===== src/rtl/jtag_dbg_pkg.sv =====
// jtag_dbg_pkg: opcodes, FSM states and status-word bit positions shared by the JTAG debug controller.
package jtag_dbg_pkg;
  localparam int INSTR_W = 8;
  localparam int DATA_W = 16;
  localparam logic [INSTR_W-1:0] OP_NOP = 8'h00;
  localparam logic [INSTR_W-1:0] OP_HALT = 8'h01;
  localparam logic [INSTR_W-1:0] OP_RUN = 8'h02;
  localparam logic [INSTR_W-1:0] OP_SETADDR = 8'h03;
  localparam logic [INSTR_W-1:0] OP_WRITE = 8'h04;
  localparam logic [INSTR_W-1:0] OP_READ = 8'h05;
  localparam logic [INSTR_W-1:0] OP_STATUS = 8'h06;
  localparam logic [INSTR_W-1:0] OP_STEP = 8'h07;
  typedef enum logic [1:0] {S_IDLE, S_DECODE, S_MEM, S_RESP} state_t;
  localparam int ST_HALT = 0;
  localparam int ST_UNKNOWN = 1;
  localparam int ST_OVERRUN = 2;
  localparam int ST_NOT_HALTED = 3;
endpackage


===== src/rtl/jtag_debug_ctrl_if.sv =====
// jtag_debug_ctrl_if: JTAG port, memory bus and CPU control signals of the debug controller.
interface jtag_debug_ctrl_if;
  import jtag_dbg_pkg::*;
  logic doUpdate;
  logic [INSTR_W-1:0] instrLine;
  logic [DATA_W-1:0] jtagDataIn;
  logic [DATA_W-1:0] jtagDataOut;
  logic jtagWrData;
  logic memReq;
  logic memWr;
  logic [DATA_W-1:0] memAddr;
  logic [DATA_W-1:0] memWdata;
  logic [DATA_W-1:0] memRdata;
  logic memAck;
  logic cpuHalt;
  logic cpuStep;
  logic busy;
  modport master (
    output doUpdate, instrLine, jtagDataIn, memRdata, memAck,
    input jtagDataOut, jtagWrData, memReq, memWr, memAddr, memWdata, cpuHalt, cpuStep, busy
  );
  modport slave (
    input doUpdate, instrLine, jtagDataIn, memRdata, memAck,
    output jtagDataOut, jtagWrData, memReq, memWr, memAddr, memWdata, cpuHalt, cpuStep, busy
  );
endinterface


===== src/rtl/jtag_sync_edge.sv =====
// jtag_sync_edge: two-flop synchronizer with a registered rising-edge detect.
module jtag_sync_edge (
  input logic clk,
  input logic rst,
  input logic async_in,
  output logic rise
);
  logic [2:0] sr;
  always_ff @(posedge clk) begin
    if (rst) begin
      sr <= '0;
      rise <= 1'b0;
    end else begin
      sr <= {sr[1:0], async_in};
      rise <= sr[1] & ~sr[2];
    end
  end
endmodule


===== src/rtl/jtag_debug_ctrl.sv =====
// jtag_debug_ctrl: executes JTAG debug commands (halt/run/step, halted memory access, status).
// STEP support is built only when JTAG_DBG_STEP_EN is defined.
module jtag_debug_ctrl
  import jtag_dbg_pkg::*;
#(
  parameter int WR_HOLD_CYCLES = 16,
  parameter bit HALT_ON_RESET = 1'b0
) (
  input logic clk,
  input logic rst,
  jtag_debug_ctrl_if.slave bus
);
  localparam int CW = WR_HOLD_CYCLES > 1 ? $clog2(WR_HOLD_CYCLES) : 1;
  state_t state, state_nxt;
  logic upd_rise, cpu_halt, mem_wr, err_not_halted, err_overrun, err_unknown;
  logic is_mem, needs_halt, known, hold_done;
  logic [INSTR_W-1:0] cmd_q;
  logic [DATA_W-1:0] arg_q, addr_q, data_out, status;
  logic [CW-1:0] cnt;
`ifdef JTAG_DBG_STEP_EN
  localparam bit STEP_EN = 1'b1;
  logic cpu_step;
  always_ff @(posedge clk) cpu_step <= !rst && state == S_DECODE && cmd_q == OP_STEP && cpu_halt;
  assign bus.cpuStep = cpu_step;
`else
  localparam bit STEP_EN = 1'b0;
  assign bus.cpuStep = 1'b0;
`endif
  jtag_sync_edge sync (.clk(clk), .rst(rst), .async_in(bus.doUpdate), .rise(upd_rise));
  assign is_mem = cmd_q == OP_WRITE || cmd_q == OP_READ;
  assign needs_halt = is_mem || (STEP_EN && cmd_q == OP_STEP);
  assign known = cmd_q <= OP_STATUS || (STEP_EN && cmd_q == OP_STEP);
  assign hold_done = cnt == CW'(WR_HOLD_CYCLES - 1);
  always_comb begin
    status = '0;
    status[ST_HALT] = cpu_halt;
    status[ST_UNKNOWN] = err_unknown;
    status[ST_OVERRUN] = err_overrun;
    status[ST_NOT_HALTED] = err_not_halted;
  end
  always_ff @(posedge clk) state <= rst ? S_IDLE : state_nxt;
  always_comb begin
    state_nxt = state;
    state_nxt = state == S_IDLE ? (upd_rise ? S_DECODE : S_IDLE)
              : state == S_DECODE ? (is_mem && cpu_halt ? S_MEM : cmd_q == OP_STATUS ? S_RESP : S_IDLE)
              : state == S_MEM ? (bus.memAck ? (mem_wr ? S_IDLE : S_RESP) : S_MEM)
              : (hold_done ? S_IDLE : S_RESP);
  end
  always_ff @(posedge clk) begin
    if (rst) begin
      cmd_q <= '0;
      arg_q <= '0;
      addr_q <= '0;
      data_out <= '0;
      cpu_halt <= HALT_ON_RESET;
      mem_wr <= 1'b0;
      err_not_halted <= 1'b0;
      err_overrun <= 1'b0;
      err_unknown <= 1'b0;
      cnt <= '0;
    end else begin
      if (upd_rise && state == S_IDLE) begin
        cmd_q <= bus.instrLine;
        arg_q <= bus.jtagDataIn;
      end
      if (state == S_DECODE) begin
        cpu_halt <= cmd_q == OP_HALT ? 1'b1 : cmd_q == OP_RUN ? 1'b0 : cpu_halt;
        mem_wr <= cmd_q == OP_WRITE;
        if (cmd_q == OP_SETADDR) addr_q <= arg_q;
        if (needs_halt && !cpu_halt) err_not_halted <= 1'b1;
        if (!known) err_unknown <= 1'b1;
        if (cmd_q == OP_STATUS) begin
          data_out <= status;
          err_not_halted <= 1'b0;
          err_overrun <= 1'b0;
          err_unknown <= 1'b0;
        end
      end
      if (state == S_MEM && bus.memAck) begin
        addr_q <= addr_q + 1'b1;
        if (!mem_wr) data_out <= bus.memRdata;
      end
      cnt <= state == S_RESP ? cnt + 1'b1 : '0;
      // an overrun that lands on a STATUS decode still survives the clear
      if (upd_rise && state != S_IDLE) err_overrun <= 1'b1;
    end
  end
  assign bus.jtagDataOut = data_out;
  assign bus.jtagWrData = state == S_RESP;
  assign bus.memReq = state == S_MEM;
  assign bus.memWr = mem_wr;
  assign bus.memAddr = addr_q;
  assign bus.memWdata = arg_q;
  assign bus.cpuHalt = cpu_halt;
  assign bus.busy = state != S_IDLE;
endmodule


===== src/flat_wrapper.sv =====
// flat-port wrapper written by rule: the top's interface ports become plain ports
module jtag_debug_ctrl_flat import jtag_dbg_pkg::*;
#(
  parameter int WR_HOLD_CYCLES = 16,
  parameter bit HALT_ON_RESET = 1'b0
)
  (clk, rst, bus_doUpdate, bus_instrLine, bus_jtagDataIn, bus_memRdata, bus_memAck, bus_jtagDataOut, bus_jtagWrData, bus_memReq, bus_memWr, bus_memAddr, bus_memWdata, bus_cpuHalt, bus_cpuStep, bus_busy);
  jtag_debug_ctrl_if bus_i ();
  input logic clk;
  input logic rst;
  input wire logic [$bits(bus_i.doUpdate)-1:0] bus_doUpdate;
  input wire logic [$bits(bus_i.instrLine)-1:0] bus_instrLine;
  input wire logic [$bits(bus_i.jtagDataIn)-1:0] bus_jtagDataIn;
  input wire logic [$bits(bus_i.memRdata)-1:0] bus_memRdata;
  input wire logic [$bits(bus_i.memAck)-1:0] bus_memAck;
  output wire logic [$bits(bus_i.jtagDataOut)-1:0] bus_jtagDataOut;
  output wire logic [$bits(bus_i.jtagWrData)-1:0] bus_jtagWrData;
  output wire logic [$bits(bus_i.memReq)-1:0] bus_memReq;
  output wire logic [$bits(bus_i.memWr)-1:0] bus_memWr;
  output wire logic [$bits(bus_i.memAddr)-1:0] bus_memAddr;
  output wire logic [$bits(bus_i.memWdata)-1:0] bus_memWdata;
  output wire logic [$bits(bus_i.cpuHalt)-1:0] bus_cpuHalt;
  output wire logic [$bits(bus_i.cpuStep)-1:0] bus_cpuStep;
  output wire logic [$bits(bus_i.busy)-1:0] bus_busy;
  assign bus_i.doUpdate = bus_doUpdate;
  assign bus_i.instrLine = bus_instrLine;
  assign bus_i.jtagDataIn = bus_jtagDataIn;
  assign bus_i.memRdata = bus_memRdata;
  assign bus_i.memAck = bus_memAck;
  assign bus_jtagDataOut = bus_i.jtagDataOut;
  assign bus_jtagWrData = bus_i.jtagWrData;
  assign bus_memReq = bus_i.memReq;
  assign bus_memWr = bus_i.memWr;
  assign bus_memAddr = bus_i.memAddr;
  assign bus_memWdata = bus_i.memWdata;
  assign bus_cpuHalt = bus_i.cpuHalt;
  assign bus_cpuStep = bus_i.cpuStep;
  assign bus_busy = bus_i.busy;
  jtag_debug_ctrl #(.WR_HOLD_CYCLES(WR_HOLD_CYCLES), .HALT_ON_RESET(HALT_ON_RESET)) u_core (.clk(clk), .rst(rst), .bus(bus_i));
endmodule

===== config.mk =====
export PLATFORM = sky130hd
export DESIGN_NAME = jtag_debug_ctrl_flat
export DESIGN_NICKNAME = d
export VERILOG_FILES = /design/src/rtl/jtag_dbg_pkg.sv /design/src/rtl/jtag_debug_ctrl_if.sv /design/src/rtl/jtag_sync_edge.sv /design/src/rtl/jtag_debug_ctrl.sv /design/src/flat_wrapper.sv
export SDC_FILE = /design/constraint.sdc
export NUM_CORES = 1
export LEC_CHECK = 0
export CAP_MARGIN = 15
export CORE_AREA = 3 3 97 99
export DETAILED_ROUTE_END_ITERATION = 8
export DIE_AREA = 0 0 100 102
export HOLD_SLACK_MARGIN = 0.08
export PLACE_DENSITY = 0.7
export SLEW_MARGIN = 15
export SYNTH_ARGS = -nofsm -noshare
export SYNTH_HDL_FRONTEND = slang
export SYNTH_SLANG_ARGS = --single-unit

===== constraint.sdc =====
create_clock -name clk -period 2.6 [get_ports clk]
set_clock_uncertainty 0.1 [all_clocks]
set_input_delay 0.39 -clock clk [delete_from_list [all_inputs] [get_ports clk]]
set_output_delay 0.39 -clock clk [all_outputs]
set_load 0.01 [all_outputs]

==> flow_metrics.env <==
export IMPL_status="finished, final reports clean"
export IMPL_final_common_cell="clkdlybuf4s50_1"
export IMPL_p_int_mw=1.61
export IMPL_crit_slowest_cell="clkdlybuf4s50_1"
export IMPL_crit_chain="nor2b_1 -> clkdlybuf4s50_1"
export IMPL_clock_sinks=71
export IMPL_routed_wirelength_mm=8.21
export IMPL_port_buffers=96
export IMPL_worstSetupStartpointType="register"
export IMPL_holdCritStartpoint="u_core.sync.sr[2]$_SDFF_PP0_"
export IMPL_num_vias=2926
export IMPL_setup_worst_path_class="reg2out"
export IMPL_synth_cell_types=44
export IMPL_switchingPower_mw=0.454
export IMPL_hold_viol=0
export IMPL_cts_buffers=9
export IMPL_fin_area_mm2=0.00424
export IMPL_drt_first_pass_iters=4
export IMPL_worst_setup_path_end_kind="output pin"
export IMPL_r2r_slack_ps=560
export IMPL_pre_cts_ws_ps=253
export IMPL_overflow=0
export IMPL_io_pins=98
export IMPL_die_area_mm2=0.0102
export IMPL_syn_cell_area_mm2=0.00303
export IMPL_antenna_left=0
export IMPL_clk_latency_ps=350
export IMPL_final_cell_mix="95 x clkdlybuf4s50_1, 83 x nand2_1, 71 x dfxtp_1"
export IMPL_seq_area_frac_synth_pct=47.0
export IMPL_synthFlopType="dfxtp_1"
export IMPL_start_util_pct=35.0
export IMPL_layout_min_cycle_time_ps=2060
export IMPL_min_path_cells=1
export IMPL_powerDensity_mw_per_mm2=487
export IMPL_timing_fmax_ghz=0.485
export IMPL_diodes=0
export IMPL_multi_input_area_mm2=0.00146
export IMPL_seq_power_share_pct=53.6
export IMPL_fp_coreArea_mm2=0.00864
export IMPL_p_comb_share_pct=6.2
export IMPL_setup_viol=0
export IMPL_die_y_um=102
export IMPL_clockBufferDepth=2
export IMPL_rsz0062_at_grt="no"
export IMPL_n_fill_cell=835
export IMPL_holdBufCountCts=0
export IMPL_setup_tns_final_ps=0
export IMPL_drcViolationCount=0
export IMPL_synth_seq_cells=71
export IMPL_place_area_mm2=0.00407
export IMPL_htree_levels=3
export IMPL_wire_per_inst_um=14.1
export IMPL_crit_arrival_ps=1570
export IMPL_via_per_inst=5.01
export IMPL_clock_power_share_pct=40.3
export IMPL_areaGrowthSynthToFinish_pct=40.2
export IMPL_reg2reg_to="u_core.bus.memAddr[14]$_SDFFE_PP0P_"
export IMPL_syn_nets=425
export IMPL_stdcell_count=584
export IMPL_place_inst=569
export IMPL_cts_tree="done"
export IMPL_syn_inst=379
export IMPL_p_sw_share_pct=22.0
export IMPL_drt_iter0_markers=86
export IMPL_track_usage_pct=16.0
export IMPL_p_leak_nw=1.47
export IMPL_grt_pass1_wl_mm=13.0
export IMPL_grt_max_degree=31
export IMPL_antenna_found_initial=0
export IMPL_worst_pin_slew_ps=800
export IMPL_place_hpwl_mm=5.95
export IMPL_rows=34
export IMPL_ys_async_sr_fraction_pct=0
export IMPL_layout_nets=518
export IMPL_synth_edf_count=0
export IMPL_crit_fanout=9
export IMPL_max_cap_violations=0
export IMPL_path_clk_slew_ps=70
export IMPL_worstReg2RegStart="u_core.cmd_q[4]$_SDFFE_PP0P_"
export IMPL_drive_gt1_share_pct=6.30
export IMPL_period_share_pct=79.4
export IMPL_cts_root_buf="clkbuf_8"
export IMPL_worstHoldEndpoint="u_core.sync.rise$_SDFF_PP0_"
export IMPL_slew_violations=0
export IMPL_hp_class="reg2reg"
export IMPL_post_cts_buffers=0
export IMPL_finalWorstSetupSlack_ps=537
export IMPL_yosysWarnings=0
export IMPL_required_ps=2110
export IMPL_grt_pass1_vias=2744
export IMPL_ff_latch_area_mm2=0.00142
export IMPL_slew_headroom_pct=46.5
export IMPL_syn_avg_cell_area_um2=7.99
export IMPL_cts_resized=0
export IMPL_ir_worst_vdd_v=0.000238
export IMPL_gp_congestion=0.829
export IMPL_crit_path_max_incr_delay_ps=570
export IMPL_reg2reg_depth=6
export IMPL_dieWidth_um=100
## logic make-up after synthesis
| logic type | share of synthesized area [%] |
|---|---|
| fa+ha+maj | 0.827 |
| mux | 1.65 |
| other cells | 0.124 |
| flops | 47.0 |
| simple gates | 28.6 |
| xor+xnor | 0.579 |
| buf+inv | 4.96 |
| compound gates | 16.3 |
## synthesized netlist by cell type, types with 4 or more instances
cell       n  area [µm²]
o21ai_0    7        35.0
nand2_1   83         312
a211oi_1   5        37.5
nand2b_1   4        25.0
mux2i_1    5        50.1
nor2b_1    8        50.1
inv_1      6        22.5
clkbuf_1  16        60.1
nor2_1    29         109
nand3_1   23         115
dfxtp_1   71        1420
a31oi_1    9        56.3
nand4_1    7        43.8
nor3_1     7        35.0
a21oi_1   56         280
## worst max-delay path by stage
stage / cells past startpoint / startpoint / slack [ps] / end
6_report: 2 / u_core.state[1]$_SDFF_PP0_ / 540 / bus_memReq
5_1_grt: 6 / u_core.cmd_q[4]$_SDFFE_PP0P_ / 420 / u_core.bus.jtagDataOut[1]$_SDFF_PP0_
4_1_cts: 2 / u_core.state[1]$_SDFF_PP0_ / 500 / bus_memReq
3_5_place_dp: 6 / bus_memAck / 250 / u_core.bus.memAddr[11]$_SDFFE_PP0P_
3_3_place_gp: 6 / bus_memAck / 360 / u_core.bus.memAddr[9]$_SDFFE_PP0P_
2_1_floorplan: 6 / u_core.cmd_q[4]$_SDFFE_PP0P_ / 760 / u_core.bus.memAddr[3]$_SDFFE_PP0P_
## final cells by class
| type | instances | area share [%] |
|---|---|---|
| Timing Repair Buffer | 106 | 24.3 |
| Tap cell | 108 | 3.18 |
| Sequential cell | 71 | 33.5 |
| Clock inverter | 4 | 1.12 |
| Clock buffer | 11 | 3.10 |
| Inverter | 6 | 0.531 |
| Multi-Input combinational cell | 278 | 34.3 |
## power groups by stage
stage / Sequential, mW / Combinational [mW] / Clock [mW]
final: 1.11 / 0.128 / 0.832
after detailed placement: 1.13 / 0.129 / 0
after CTS: 1.11 / 0.130 / 0.860
after global routing: 1.11 / 0.139 / 0.899
after global placement: 1.13 / 0.127 / 0
after floorplan: 1.13 / 0.0426 / 0
## routing by layer
| layer | up-vias | GRT usage [%] | part of all wire [%] |
|---|---|---|---|
| met5 | - | 0 | 0 |
| met4 | 0 | 5.39 | 1.4 |
| met3 | 9 | 4.57 | 4.7 |
| met2 | 66 | 27.3 | 49 |
| met1 | 1353 | 19.5 | 45 |
| li1 | 1498 | - | - |
## worst max-delay path: cells and delay by family, from the launching register on
family                 cells  cell delay (ps)
AND/OR/NAND/NOR            1              210
buffers and inverters      1              570
flip-flops                 1              460
## registers in the layout (all words and copies together), names as in the netlist
register                flops
u_core.bus.jtagDataOut     16
u_core.bus.memAddr         16
u_core.bus.memWdata        16
u_core.cmd_q                8
u_core.cnt                  4
u_core.sync.sr              3
u_core.state                2
u_core.bus.cpuHalt          1
u_core.bus.memWr            1
u_core.err_not_halted       1
u_core.err_overrun          1
u_core.err_unknown          1
u_core.sync.rise            1
## stage by stage
stage / utilization, % / power [mW] / hold slack, ps
after CTS: 49.1 / 2.10 / 285
after detailed placement: 47.1 / 1.26 / 275
after floorplan: - / 1.17 / 267
after global placement: 47.1 / 1.26 / 273
after global routing: 49.1 / 2.15 / 297
final: 49.1 / 2.07 / 281
(Power assumes the default switching activity.)
